[src/rtl/rll_keyed_pipe.sv]
// rll_keyed_pipe: key-locked valid/ready delay line.
// A serially loaded key (MSB first) drives an XOR mask applied when a word
// enters the first stage. With CORRECT_KEY loaded the pipe is transparent.
// Optional macro RLL_KEYED_PIPE_ARMED_ONLY_EN: accept data only once the
// key is fully loaded (otherwise data is also accepted before any load).
module rll_keyed_pipe #(
    parameter int unsigned      DATA_W      = 32,
    parameter int unsigned      KEY_W       = 16,
    parameter int unsigned      STAGES      = 2,
    parameter logic [KEY_W-1:0] CORRECT_KEY = '0
) (
    input  logic              clk,
    input  logic              rst_n,
    input  logic              key_start,
    input  logic              key_valid,
    input  logic              key_bit,
    output logic              key_ready,
    output logic              key_loaded,
    input  logic              in_valid,
    output logic              in_ready,
    input  logic [DATA_W-1:0] in_data,
    output logic              out_valid,
    input  logic              out_ready,
    output logic [DATA_W-1:0] out_data
);

    localparam int unsigned CNT_W = $clog2(KEY_W);

    typedef enum logic [1:0] {
        ST_EMPTY,
        ST_LOADING,
        ST_ARMED
    } state_t;

    state_t            r_state;
    state_t            w_state_nxt;
    logic [KEY_W-1:0]  r_key;
    logic [CNT_W-1:0]  r_cnt;
    logic              w_shift;
    logic              w_last_bit;
    logic [KEY_W-1:0]  w_m;
    logic [DATA_W-1:0] w_mask;
    logic              w_adv;
    logic              w_accept_state;
    logic              w_accept;
    logic [STAGES-1:0] r_vld;
    logic [DATA_W-1:0] r_data [STAGES];

    // key_start overrides any key bit presented in the same cycle
    assign w_shift    = (r_state == ST_LOADING) && key_valid && !key_start;
    assign w_last_bit = w_shift && (r_cnt == CNT_W'(KEY_W - 1));

    // state register
    always_ff @(posedge clk) begin
        if (!rst_n) begin
            r_state <= ST_EMPTY;
        end else begin
            r_state <= w_state_nxt;
        end
    end

    // next-state: restart load on key_start, arm after the final key bit
    always_comb begin
        w_state_nxt = r_state;
        if (key_start) begin
            w_state_nxt = ST_LOADING;
        end else if (w_last_bit) begin
            w_state_nxt = ST_ARMED;
        end
    end

    // serial key shift register and bit counter (counter stops at the last bit)
    always_ff @(posedge clk) begin
        if (!rst_n) begin
            r_key <= '0;
            r_cnt <= '0;
        end else if (key_start) begin
            r_key <= '0;
            r_cnt <= '0;
        end else if (w_shift) begin
            r_key <= {r_key[KEY_W-2:0], key_bit};
            if (!w_last_bit) begin
                r_cnt <= r_cnt + 1'b1;
            end
        end
    end

    assign key_ready  = (r_state == ST_LOADING);
    assign key_loaded = (r_state == ST_ARMED);

    assign w_m = r_key ^ CORRECT_KEY;

    // mask: key MSB lands on data bit 0, pattern repeats every KEY_W bits
    always_comb begin
        w_mask = '0;
        for (int unsigned i = 0; i < DATA_W; i++) begin
            w_mask[i] = w_m[KEY_W - 1 - (i % KEY_W)];
        end
    end

    assign w_adv = !r_vld[STAGES-1] || out_ready;

`ifdef RLL_KEYED_PIPE_ARMED_ONLY_EN
    assign w_accept_state = (r_state == ST_ARMED);
`else
    assign w_accept_state = (r_state != ST_LOADING);
`endif

    assign in_ready = w_adv && w_accept_state;
    assign w_accept = in_valid && in_ready;

    // pipeline: all stages shift together on advance, hold entirely on stall
    always_ff @(posedge clk) begin
        if (!rst_n) begin
            r_vld <= '0;
            for (int unsigned s = 0; s < STAGES; s++) begin
                r_data[s] <= '0;
            end
        end else if (w_adv) begin
            r_vld[0]  <= w_accept;
            r_data[0] <= w_accept ? (in_data ^ w_mask) : '0;
            for (int unsigned s = 1; s < STAGES; s++) begin
                r_vld[s]  <= r_vld[s-1];
                r_data[s] <= r_data[s-1];
            end
        end
    end

    assign out_valid = r_vld[STAGES-1];
    assign out_data  = r_data[STAGES-1];

endmodule
[config.mk]
export PLATFORM = sky130hd
export DESIGN_NAME = rll_keyed_pipe
export DESIGN_NICKNAME = d
export VERILOG_FILES = /design/src/rtl/rll_keyed_pipe.sv
export SDC_FILE = /design/constraint.sdc
export NUM_CORES = 1
export LEC_CHECK = 0
export BUFFER_PORTS_ARGS = -buffer_cell sky130_fd_sc_hd__buf_2
export CORE_MARGIN = 2
export CORE_UTILIZATION = 55
export CTS_CLUSTER_SIZE = 10
export DETAILED_ROUTE_END_ITERATION = 16
export PLACE_DENSITY_LB_ADDON = 0.25
export SETUP_SLACK_MARGIN = 0.02
export SYNTH_ARGS = -nofsm -noshare
export SYNTH_HDL_FRONTEND = slang
export SYNTH_SLANG_ARGS = --single-unit
[constraint.sdc]
create_clock -name clk -period 2.7 [get_ports clk]
set_input_delay 0.135 -clock clk [delete_from_list [all_inputs] [get_ports clk]]
set_output_delay 0.135 -clock clk [all_outputs]
set_load 0.005 [all_outputs]
==> results of run 1 <==
[metrics by stage]
| step | total power, µW | setup slack (ns) | utilization |
|---|---|---|---|
| after global routing | 2711 | 0.8239 | 0.6209 |
| after detailed placement | 1696 | 0.9484 | 0.5894 |
| after global placement | 1693 | 1.065 | 0.5894 |
| after floorplan | 1656 | 0.2854 | - |
| after CTS | 2643 | 0.9266 | 0.6209 |
| final | 2626 | 0.9269 | 0.6209 |
[power groups by stage]
stage	sequential, µW	clock (µW)	combinational (µW)
floorplan	1530	0	123
global placement	1530	0	158
detailed placement	1540	0	160
CTS	1500	977	161
global route	1510	1030	175
finish	1500	964	158
[cell usage after synthesis, drive strengths merged, types with 3 or more instances]
| master | number | area share |
|---|---|---|
| edfxtp | 64 | 0.50 |
| buf | 39 | 0.079 |
| dfxtp | 24 | 0.13 |
| clkbuf | 7 | 0.0069 |
| xnor2 | 32 | 0.074 |
| nand2 | 35 | 0.034 |
| and2 | 32 | 0.053 |
| a21oi | 22 | 0.029 |
| nor2b | 4 | 0.0066 |
| nor2 | 34 | 0.053 |
| o21ai | 3 | 0.0039 |
[worst reg2reg max path, stage by stage (launching register included)]
cell and delay (ns):
dfxtp_1 0.34, nor2b_1 0.40, or3_2 0.20, buf_4 0.43
nor2_1 0.13
[flip-flops by register name, summed over array words and instances (netlist names)]
name	count
r_cnt	4
r_data	64
r_key	16
r_state	2
r_vld	2
[worst max-delay path by stage]
stage	end	slack, ns	from
3_3_place_gp	r_data[0][28]$_SDFFCE_PN0P_	1.07	r_vld[1]$_SDFFE_PN0N_
6_report	r_data[0][16]$_SDFFCE_PN0P_	0.93	r_vld[1]$_SDFFE_PN0N_
4_1_cts	r_data[0][16]$_SDFFCE_PN0P_	0.93	r_vld[1]$_SDFFE_PN0N_
5_1_grt	r_data[0][16]$_SDFFCE_PN0P_	0.82	r_vld[1]$_SDFFE_PN0N_
3_5_place_dp	r_data[0][16]$_SDFFCE_PN0P_	0.95	r_vld[1]$_SDFFE_PN0N_
2_1_floorplan	r_data[0][0]$_SDFFCE_PN0P_	0.29	r_vld[1]$_SDFFE_PN0N_
[layout make-up]
| type | instances | share of cell area |
|---|---|---|
| flip-flops and latches | 88 | 0.5726 |
| well taps | 80 | 0.02386 |
| clock buffers | 11 | 0.03132 |
| multi-input cells | 177 | 0.2592 |
| repair buffers | 77 | 0.09365 |
| clock inverters | 5 | 0.01939 |
[logic make-up (layout without fill, tap and decap cells)]
group,Yosys count,count (layout)
AO/OA/AOI/OAI,27,27
XOR/XNOR,32,32
adder cells (fa/ha/maj),1,1
buffers and inverters,46,93
flip-flops,88,88
AND/OR/NAND/NOR,117,117
[routing by layer]
layer,share of wire,vias up
met3,0.045,11
met4,0.021,0
li1,-,1090
met2,0.47,50
met5,0,-
met1,0.46,959
==> out/qor.yml, run 1 <==
yosysSeqAreaShare: 0.6301
ys_warn_count: 0
p_seq_frac: 0.573
synth_edf_count: 64
gp_congestion: 0.7233
antenna_cells: 0
required_ns: 2.77
cp.depth: 4
vias: 2110
hold_path_startpoint: "key_bit"
cp-end-kind: "flop"
startpoint_type: "flop"
first_pass_iters: 4
use_met2: 0.2438
path_delay_family: "simple AND/OR/NAND/NOR gates"
synth-compound-area-share: 0.03676
power_switching_uw: 537.9
ys_seq_elements: 88
p_leak_uw: 0.001707
switching_share: 0.2048
drc: 0
min_to: "r_key[0]$_SDFFE_PP0P_"
root_buffer: "clkbuf_8"
cts_sinks: 88
dieArea_mm2: 0.007613
placed_cell_area_mm2: 0.003983
fin_setup_tns_ns: 0
grt_use_total: 0.1539
clockPowerShare: 0.367
antenna_found_initial: 0
finalHoldViolCount: 0
worstHoldPathCells: 3
synth_top_family_by_area: "simple AND/OR/NAND/NOR gates"
worst-r2r-cell-count: 4
use_met3: 0.04171
post-place-cells: 422
status: "finished, final reports clean"
synth_nets: 351
stdcell_count: 438
cts_tree: "yes"
synth-main-ff-cell: "edfxtp_1"
numCtsBuffers: 9
clock_path_buffers: 2
regToRegSetupSlack_ns: 0.93
p_comb_frac: 0.060
synth_area_mm2: 0.003812
finalSetupViolations: 0
ios: 75
synth.area.mux_share: 0
synthAdderAreaFrac: 0.003282
post-cts-setup-buffer-count: 0
num_rows: 30
power.internal_uw: 2088
cap_violations: 0
die_y_um: 87.26
drt-wirelength-per-cell_um: 12.82
final_common_cell: "buf_2"
max-slew-margin-rel: 0.3562
drive_above_1_share: 0.2933
die_x_um: 87.26
ir_drop_mv: 0.2716
worst_slew_pin_slew_ns: 0.9614
final_nets: 393
grt_max_degree: 65
fillers: 531
portBuffers: 74
clk_latency_ns: 0.35
synth_xor_area_frac: 0.07351
final.min_clock_period_ns: 1.773
synth_cell_type_count: 28
grt_overflow: 0
crit_chain: "nor2b_1 -> or3_2 -> buf_4 -> nor2_1"
grt_pass1_wl_mm: 8.811
postRouteAntennaNets: 0
fin_crit_sh: 0.6567
avgSynthCellArea_um2: 12.26
slowest_stage: "buf_4"
synth-simple-area-share: 0.1700
async_flop_share: 0
core-area_mm2: 0.006756
start_util: 0.5643
grt_pass1_vias: 1919
dp_hpwl_mm: 3.682
syn2layout_area_growth_pct: 10.04
multi_input_area_mm2: 0.001087
h-tree-depth: 3
grt_use_met1: 0.1967
synth_cells: 311
skew_ns: 0.01277
maxSlewViolCount: 0
finalInstanceArea_mm2: 0.004195
drt_iter0_markers: 115
seq_area_mm2: 0.002402
slowest_delay_ns: 0.43
path_class: "flop to flop"
holdWs_ns: 0.02092
timing.rr.end: "r_data[0][16]$_SDFFCE_PN0P_"
r2r_start: "r_vld[1]$_SDFFE_PN0N_"
grt_setup_unrepaired: "no"
layout_common_cells: "74 x buf_2, 64 x edfxtp_1, 34 x nand2_1"
drt_wl_total_mm: 5.614
cts_resized: 0
fmax_mhz: 564.0
path_buf_inv: 1
holdBufCountCts: 0
grt_busiest_layer: "met2"
vias_per_cell: 4.817
min_path_type: "input pin to flop"
clk_pin_slew_ns: 0.08
pwr_density_cell_mw_per_mm2: 625.9
arrival_ns: 1.85
cp_max_fo: 33
Note: power is estimated with default switching activity, not from simulation.
==> run 2: changes to the inputs <==
- ABC_AREA: not set -> 1
- clock period: 2.7 -> 1.8 ns (I/O delays scaled with it)
==> out/qor.yml, run 2 <==
syn2layout_area_growth_pct: 11.43
grt_use_total: 0.1636  # +0.009688
p_leak_uw: 0.001820  # +6.6%
slowest_delay_ns: 0.34  # -0.09 ns
fillers: 572  # +7.7%
postRouteAntennaNets: 0  # unchanged
synth_nets: 397  # +13%
antenna_found_initial: 1  # +1
synth_cells: 357  # +15%
maxSlewViolCount: 0  # unchanged
drc: 0  # unchanged
synth-compound-area-share: 0.03154  # -0.005220
synth_edf_count: 64  # unchanged
clk_latency_ns: 0.34  # about the same
synth_top_area_share: 0.5046  # about the same
ios: 75  # unchanged
first_pass_iters: 4  # unchanged
num_rows: 30  # unchanged
cap_violations: 0  # unchanged
finalSetupViolations: 0  # unchanged
use_met3: 0.05213  # +0.01043
hold_path_startpoint: "rst_n"
drive_above_1_share: 0.2463  # -0.04695
min_path_type: "input pin to flop"
crit_chain: "inv_1 -> nor2_1 -> nor2_1 -> nand3_4 -> nor2_1"
die_x_um: 87.22  # about the same
setup_slack_ns: 0.4342  # -0.4927 ns
drt_iter0_markers: 110  # -4.3%
finalInstanceArea_mm2: 0.004244  # +1.2%
yosysSeqAreaShare: 0.6307  # about the same
synth_top_family_by_area: "simple AND/OR/NAND/NOR gates"
h-tree-depth: 3  # unchanged
max-slew-margin-rel: 0.5686  # +0.2124
holdWs_ns: 0.03405  # +0.01313 ns
die_y_um: 87.22  # about the same
gp_congestion: 0.7213  # -0.28%
grt_overflow: 0  # unchanged
status: "finished, final reports clean"
ir_drop_mv: 0.5885  # +120%
grt_pass1_wl_mm: 9.356  # +6.2%
pwr_density_cell_mw_per_mm2: 923.6  # +48%
path_delay_family: "simple AND/OR/NAND/NOR gates"
root_buffer: "clkbuf_8"
synth-main-ff-cell: "edfxtp_1"
synth_area_mm2: 0.003809  # about the same
layout_common_cells: "103 x nor2_1, 74 x buf_2, 64 x edfxtp_1"
cts_sinks: 88  # unchanged
largest-register: "r_data"
final_common_cell: "nor2_1"
fmax_mhz: 732.2  # +30%
fin_crit_sh: 0.7588  # +0.1021
synth.area.top_cells: "edfxtp_1 50%, dfxtp_1 13%, nor2_1 10%"
vias: 2306  # +9.3%
slowest_stage: "nand3_4"
largest_reg_flops: 64  # unchanged
clk_pin_slew_ns: 0.08  # about the same
yosysMostFrequentCell: "nor2_1"
placed_cell_area_mm2: 0.004028  # +1.1%
grt_pass1_vias: 2133  # +11%
post-place-cells: 473  # +12%
yosysTopAreaCell: "edfxtp_1"
path_class: "flop to flop"
grt_busiest_layer: "met2"
cts_tree: "yes"
dp_worst_setup_slack_ns: 0.2265  # -0.7218 ns
skew_ns: 0.009688  # -0.003083 ns
drt_wl_total_mm: 5.889  # +4.9%
drt-wirelength-per-cell_um: 12.02  # -6.2%
async_flop_share: 0  # unchanged
synth_cell_type_count: 23  # -18%
avgSynthCellArea_um2: 10.67  # -13%
dp_hpwl_mm: 3.915  # +6.3%
dieArea_mm2: 0.007606  # about the same
arrival_ns: 1.55  # -0.30 ns
cp_max_fo: 33  # unchanged
min_to: "r_state[0]$_SDFFE_PN0P_"
worst-r2r-cell-count: 5  # +1
synth_xor_area_frac: 0.07589  # +0.002372
r2r_start: "r_vld[1]$_SDFFE_PN0N_"
synth-simple-area-share: 0.1327  # -0.03728
cp_common_cell: "nor2_1"
path_buf_inv: 1  # unchanged
grt_use_met1: 0.1981  # +0.001386
synth.area.mux_share: 0  # unchanged
numCtsBuffers: 9  # unchanged
use_met2: 0.2748  # +0.03101
ys_seq_elements: 88  # unchanged
fin_setup_tns_ns: 0  # unchanged
grt_max_degree: 35  # -46%
start_util: 0.5637  # about the same
worstHoldPathCells: 3  # unchanged
cp-end-kind: "flop"
post-cts-setup-buffer-count: 0  # unchanged
synth_common_cells: "103 x nor2_1, 64 x edfxtp_1, 43 x inv_1"
ys_warn_count: 0  # unchanged
core-area_mm2: 0.006756  # unchanged
startpoint_type: "flop"
required_ns: 1.98  # -0.79 ns
clock_path_buffers: 2  # unchanged
worst_slew_pin_slew_ns: 0.6465  # -0.3149 ns
vias_per_cell: 4.706  # -2.3%
final.min_clock_period_ns: 1.366  # -0.4073 ns
finalHoldViolCount: 0  # unchanged
top_regs: "r_data: 64 flops, r_key: 16 flops, r_cnt: 4 flops"
regToRegSetupSlack_ns: 0.43  # -0.49 ns
timing.rr.end: "r_data[0][0]$_SDFFCE_PN0P_"
synthAdderAreaFrac: 0.003285  # about the same
portBuffers: 74  # unchanged
stdcell_count: 490  # +12%
antenna_cells: 0  # unchanged
final_nets: 445  # +13%
grt_setup_unrepaired: "no"
run 2: how the worst max path moves through the flow:
stage | startpoint | end | slack (ns) | cells after the start
final | r_vld[1]$_SDFFE_PN0N_ | r_data[0][0]$_SDFFCE_PN0P_ | 0.43 | 5
after global routing | r_vld[1]$_SDFFE_PN0N_ | r_data[0][29]$_SDFFCE_PN0P_ | 0.29 | 5
after CTS | r_vld[1]$_SDFFE_PN0N_ | r_data[0][0]$_SDFFCE_PN0P_ | 0.19 | 5
after detailed placement | r_vld[1]$_SDFFE_PN0N_ | r_data[0][0]$_SDFFCE_PN0P_ | 0.23 | 5
after global placement | r_vld[1]$_SDFFE_PN0N_ | r_data[0][16]$_SDFFCE_PN0P_ | 0.35 | 5
after floorplan | r_vld[1]$_SDFFE_PN0N_ | r_data[0][0]$_SDFFCE_PN0P_ | 0.16 | 3
run 2: report_power, final:
part | switching [µW] | leakage, µW | internal, µW | total (µW)
registers | 29.2 | 0.000965 | 2250 | 2280
clock network | 648 | 0.000104 | 710 | 1360
logic | 154 | 0.000751 | 128 | 282
total | 831 | 0.00182 | 3090 | 3920
run 2: area by class of cell:
class,count,area (µm²),area share
clock inverter,4,43.79,0.01032
clock buffer,12,155.1,0.03656
inverter,46,177.7,0.04186
tap,80,100.1,0.02358
multi-input combinational,182,937.1,0.2208
timing repair buffer,78,427.9,0.1008
sequential,88,2402,0.5660
run 2: layer usage:
metal / vias up / wire length (µm) / share of wire
met3: 12 / 304 / 0.052
li1: 1183 / - / -
met2: 54 / 2938 / 0.50
met5: - / 11 / 0.0019
met4: 2 / 85 / 0.014
met1: 1055 / 2550 / 0.43
run 2: tightest hold or removal path, delay by kind of cell:
family	cells	cell delay (ns)
buffers and inverters	1	0.12
and+or+nand+nor	1	0.05
AOI/OAI and AO/OA	1	0.07
run 2: cells by family (layout without fill, tap and decap cells):
group / count (synthesis) / count (layout)
AO/OA/AOI/OAI: 24 / 24
XOR/XNOR: 33 / 33
adder cells (fa/ha/maj): 1 / 1
buffers and inverters: 87 / 140
flip-flops: 88 / 88
AND/OR/NAND/NOR: 124 / 124
run 2: through the flow:
stage / util / power (µW)
after floorplan: - / 2533
after global placement: 0.5961 / 2599
after detailed placement: 0.5961 / 2608
after CTS: 0.6270 / 3939
after global routing: 0.6281 / 4076
final: 0.6281 / 3920
run 2: what timing repair did:
action	CTS	global route
setup endpoints to repair	0	2
endpoints found under the hold margin	1	0
gates resized for setup	0	1
hold buffers	1	0
==> run 3: changes to the inputs <==
- CORE_UTILIZATION: 55 -> 49
- clock period: 1.8 -> 1.2 ns (I/O delays scaled with it)
==> out/qor.yml, run 3 (synthesized netlist as in run 2, its figures left out) <==
cp.depth: 6  # +1
worstHoldPathCells: 3  # unchanged
crit_chain: "inv_2 -> nor2_4 -> nor2_4 -> nand3_4 -> clkbuf_16 -> nor2_2"
drt-wirelength-per-cell_um: 12.38  # +3.0%
pwr_density_cell_mw_per_mm2: 1391  # +51%
status: "finished, violations left"
worst-r2r-cell-count: 6  # +1
fillers: 628  # +9.8%
syn2layout_area_growth_pct: 24.97
vias_per_cell: 4.495  # -4.5%
grt_use_total: 0.1552  # -0.008442
path_buf_inv: 2  # +1
largest_reg_flops: 64  # unchanged
slowest_delay_ns: 0.33  # about the same
clock_path_buffers: 2  # unchanged
cts_tree: "yes"
use_met3: 0.03287  # -0.01926
root_buffer: "clkbuf_8"
drive_above_1_share: 0.3647  # +0.1184
clk_pin_slew_ns: 0.08  # about the same
largest-register: "r_data"
gp_congestion: 0.7017  # -2.7%
vias: 2369  # +2.7%
use_met2: 0.2475  # -0.02726
numCtsBuffers: 9  # unchanged
die_y_um: 92.17  # +5.7%
layout_common_cells: "74 x nor2_1, 74 x buf_2, 64 x edfxtp_1"
dieArea_mm2: 0.008494  # +12%
die_x_um: 92.17  # +5.7%
grt_max_degree: 20  # -43%
postRouteAntennaNets: 0  # unchanged
finalHoldViolCount: 0  # unchanged
required_ns: 1.40  # -0.58 ns
num_rows: 32  # +6.7%
violations: "negative setup slack"
worst_slew_pin_slew_ns: 0.3918  # -0.2546 ns
final.min_clock_period_ns: 1.213  # -0.1524 ns
setup_slack_ns: -0.01342  # -0.4476 ns
grt_pass1_wl_mm: 9.949  # +6.3%
core-area_mm2: 0.007647  # +13%
startpoint_type: "flop"
path_class: "flop to flop"
placed_cell_area_mm2: 0.004192  # +4.1%
h-tree-depth: 3  # unchanged
grt_setup_unrepaired: "yes"
first_pass_iters: 4  # unchanged
cts_sinks: 88  # unchanged
start_util: 0.4980  # -0.06567
regToRegSetupSlack_ns: -0.01  # -0.45 ns
drt_wl_total_mm: 6.525  # +11%
grt_overflow: 0  # unchanged
power.total_uw: 6620  # +69%
dp_hpwl_mm: 4.107  # +4.9%
maxSlewViolCount: 0  # unchanged
drt_iter0_markers: 90  # -18%
cap_violations: 0  # unchanged
ios: 75  # unchanged
final_nets: 460  # +3.4%
antenna_found_initial: 0  # -1
min_path_type: "input pin to flop"
fmax_mhz: 824.1  # +13%
max-slew-margin-rel: 0.7385  # +0.1699
p_leak_uw: 0.001983  # +9.0%
path_delay_family: "simple AND/OR/NAND/NOR gates"
cp_common_cell: "nor2_4"
grt_use_met1: 0.2058  # +0.007663
fin_crit_sh: 1.011  # +0.2524
antenna_cells: 0  # unchanged
arrival_ns: 1.41  # -0.14 ns
cp_max_fo: 7  # -79%
drc: 0  # unchanged
top_regs: "r_data: 64 flops, r_key: 16 flops, r_cnt: 4 flops"
finalInstanceArea_mm2: 0.004760  # +12%
finalSetupViolations: 1  # +1
cp-end-kind: "flop"
portBuffers: 74  # unchanged
skew_ns: 0.005874  # -0.003814 ns
ir_drop_mv: 0.6285  # +6.8%
grt_pass1_vias: 2086  # -2.2%
slowest_stage: "dfxtp_2"
clk_latency_ns: 0.34  # about the same
grt_busiest_layer: "met2"
[run 3: cell count changes in the layout (fill, tap and decap cells not counted), moves of 4 or more]
cell and change:
dfxtp_2 +4, nor2_1 -29, o21ai_1 +4, nor2_2 +20, buf_12 +5, dfxtp_1 -4
o21ai_0 -4, nor2_4 +9
[run 3: what timing repair did]
item,in CTS,in global routing
resized for setup,7,49
hold buffers,1,0
gates cloned,1,5
setup endpoints to repair,70,125
endpoints found under the hold margin,1,0
setup buffers,2,0
pin swaps,1,0
[run 3: worst register-to-register path: cells and delay by family, from the launching register on]
family / cells / cell delay [ns]
simple gates: 4 / 0.45
buf+inv: 2 / 0.29
flops: 1 / 0.33
[run 3: path summary, 6_finish.rpt]
check / startpoint / end
setup / recovery: r_vld[1]$_SDFFE_PN0N_ / r_data[0][7]$_SDFFCE_PN0P_
hold / removal: rst_n / r_state[0]$_SDFFE_PN0P_
setup reg to reg: r_vld[1]$_SDFFE_PN0N_ / r_data[0][7]$_SDFFCE_PN0P_
hold reg to reg: r_vld[0]$_SDFFE_PN0N_ / r_vld[1]$_SDFFE_PN0N_
[run 3: final cells by class]
type,count,area [µm²],share of cell area
tap,102,127.6,0.02681
clock buffer,9,123.9,0.02603
timing repair buffer,92,675.6,0.1420
multi-input combinational,183,1096,0.2303
inverter,46,187.7,0.03943
sequential,88,2407,0.5058
clock inverter,7,141.4,0.02971
[run 3: layer usage]
layer	wire [µm]	up-vias	part of all wire
li1	-	1220	-
met1	2842	1082	0.44
met2	3280	58	0.50
met3	309	9	0.047
met4	93	0	0.014
met5	0	-	0
[run 3: metrics by stage]
stage / cells / setup slack [ns] / utilization / TNS (ns) / hold WS, ns
after global routing: 527 / -0.06043 / 0.6224 / -0.7332 / 0.02417
after CTS: 522 / 0.02116 / 0.5905 / 0 / 0.004476
after global placement: 502 / 0.01207 / 0.5481 / 0 / 0.3060
after floorplan: 357 / 0.008059 / - / 0 / 0.2022
after detailed placement: 502 / -0.02686 / 0.5481 / -0.5083 / 0.3068
final: 527 / -0.01342 / 0.6224 / -0.01342 / 0.01858
[run 3: report_power, final]
group / leakage (µW) / internal (µW) / switching (µW)
clock network: 0.000132 / 1600 / 1030
registers: 0.000966 / 3380 / 43.4
logic: 0.000885 / 275 / 297
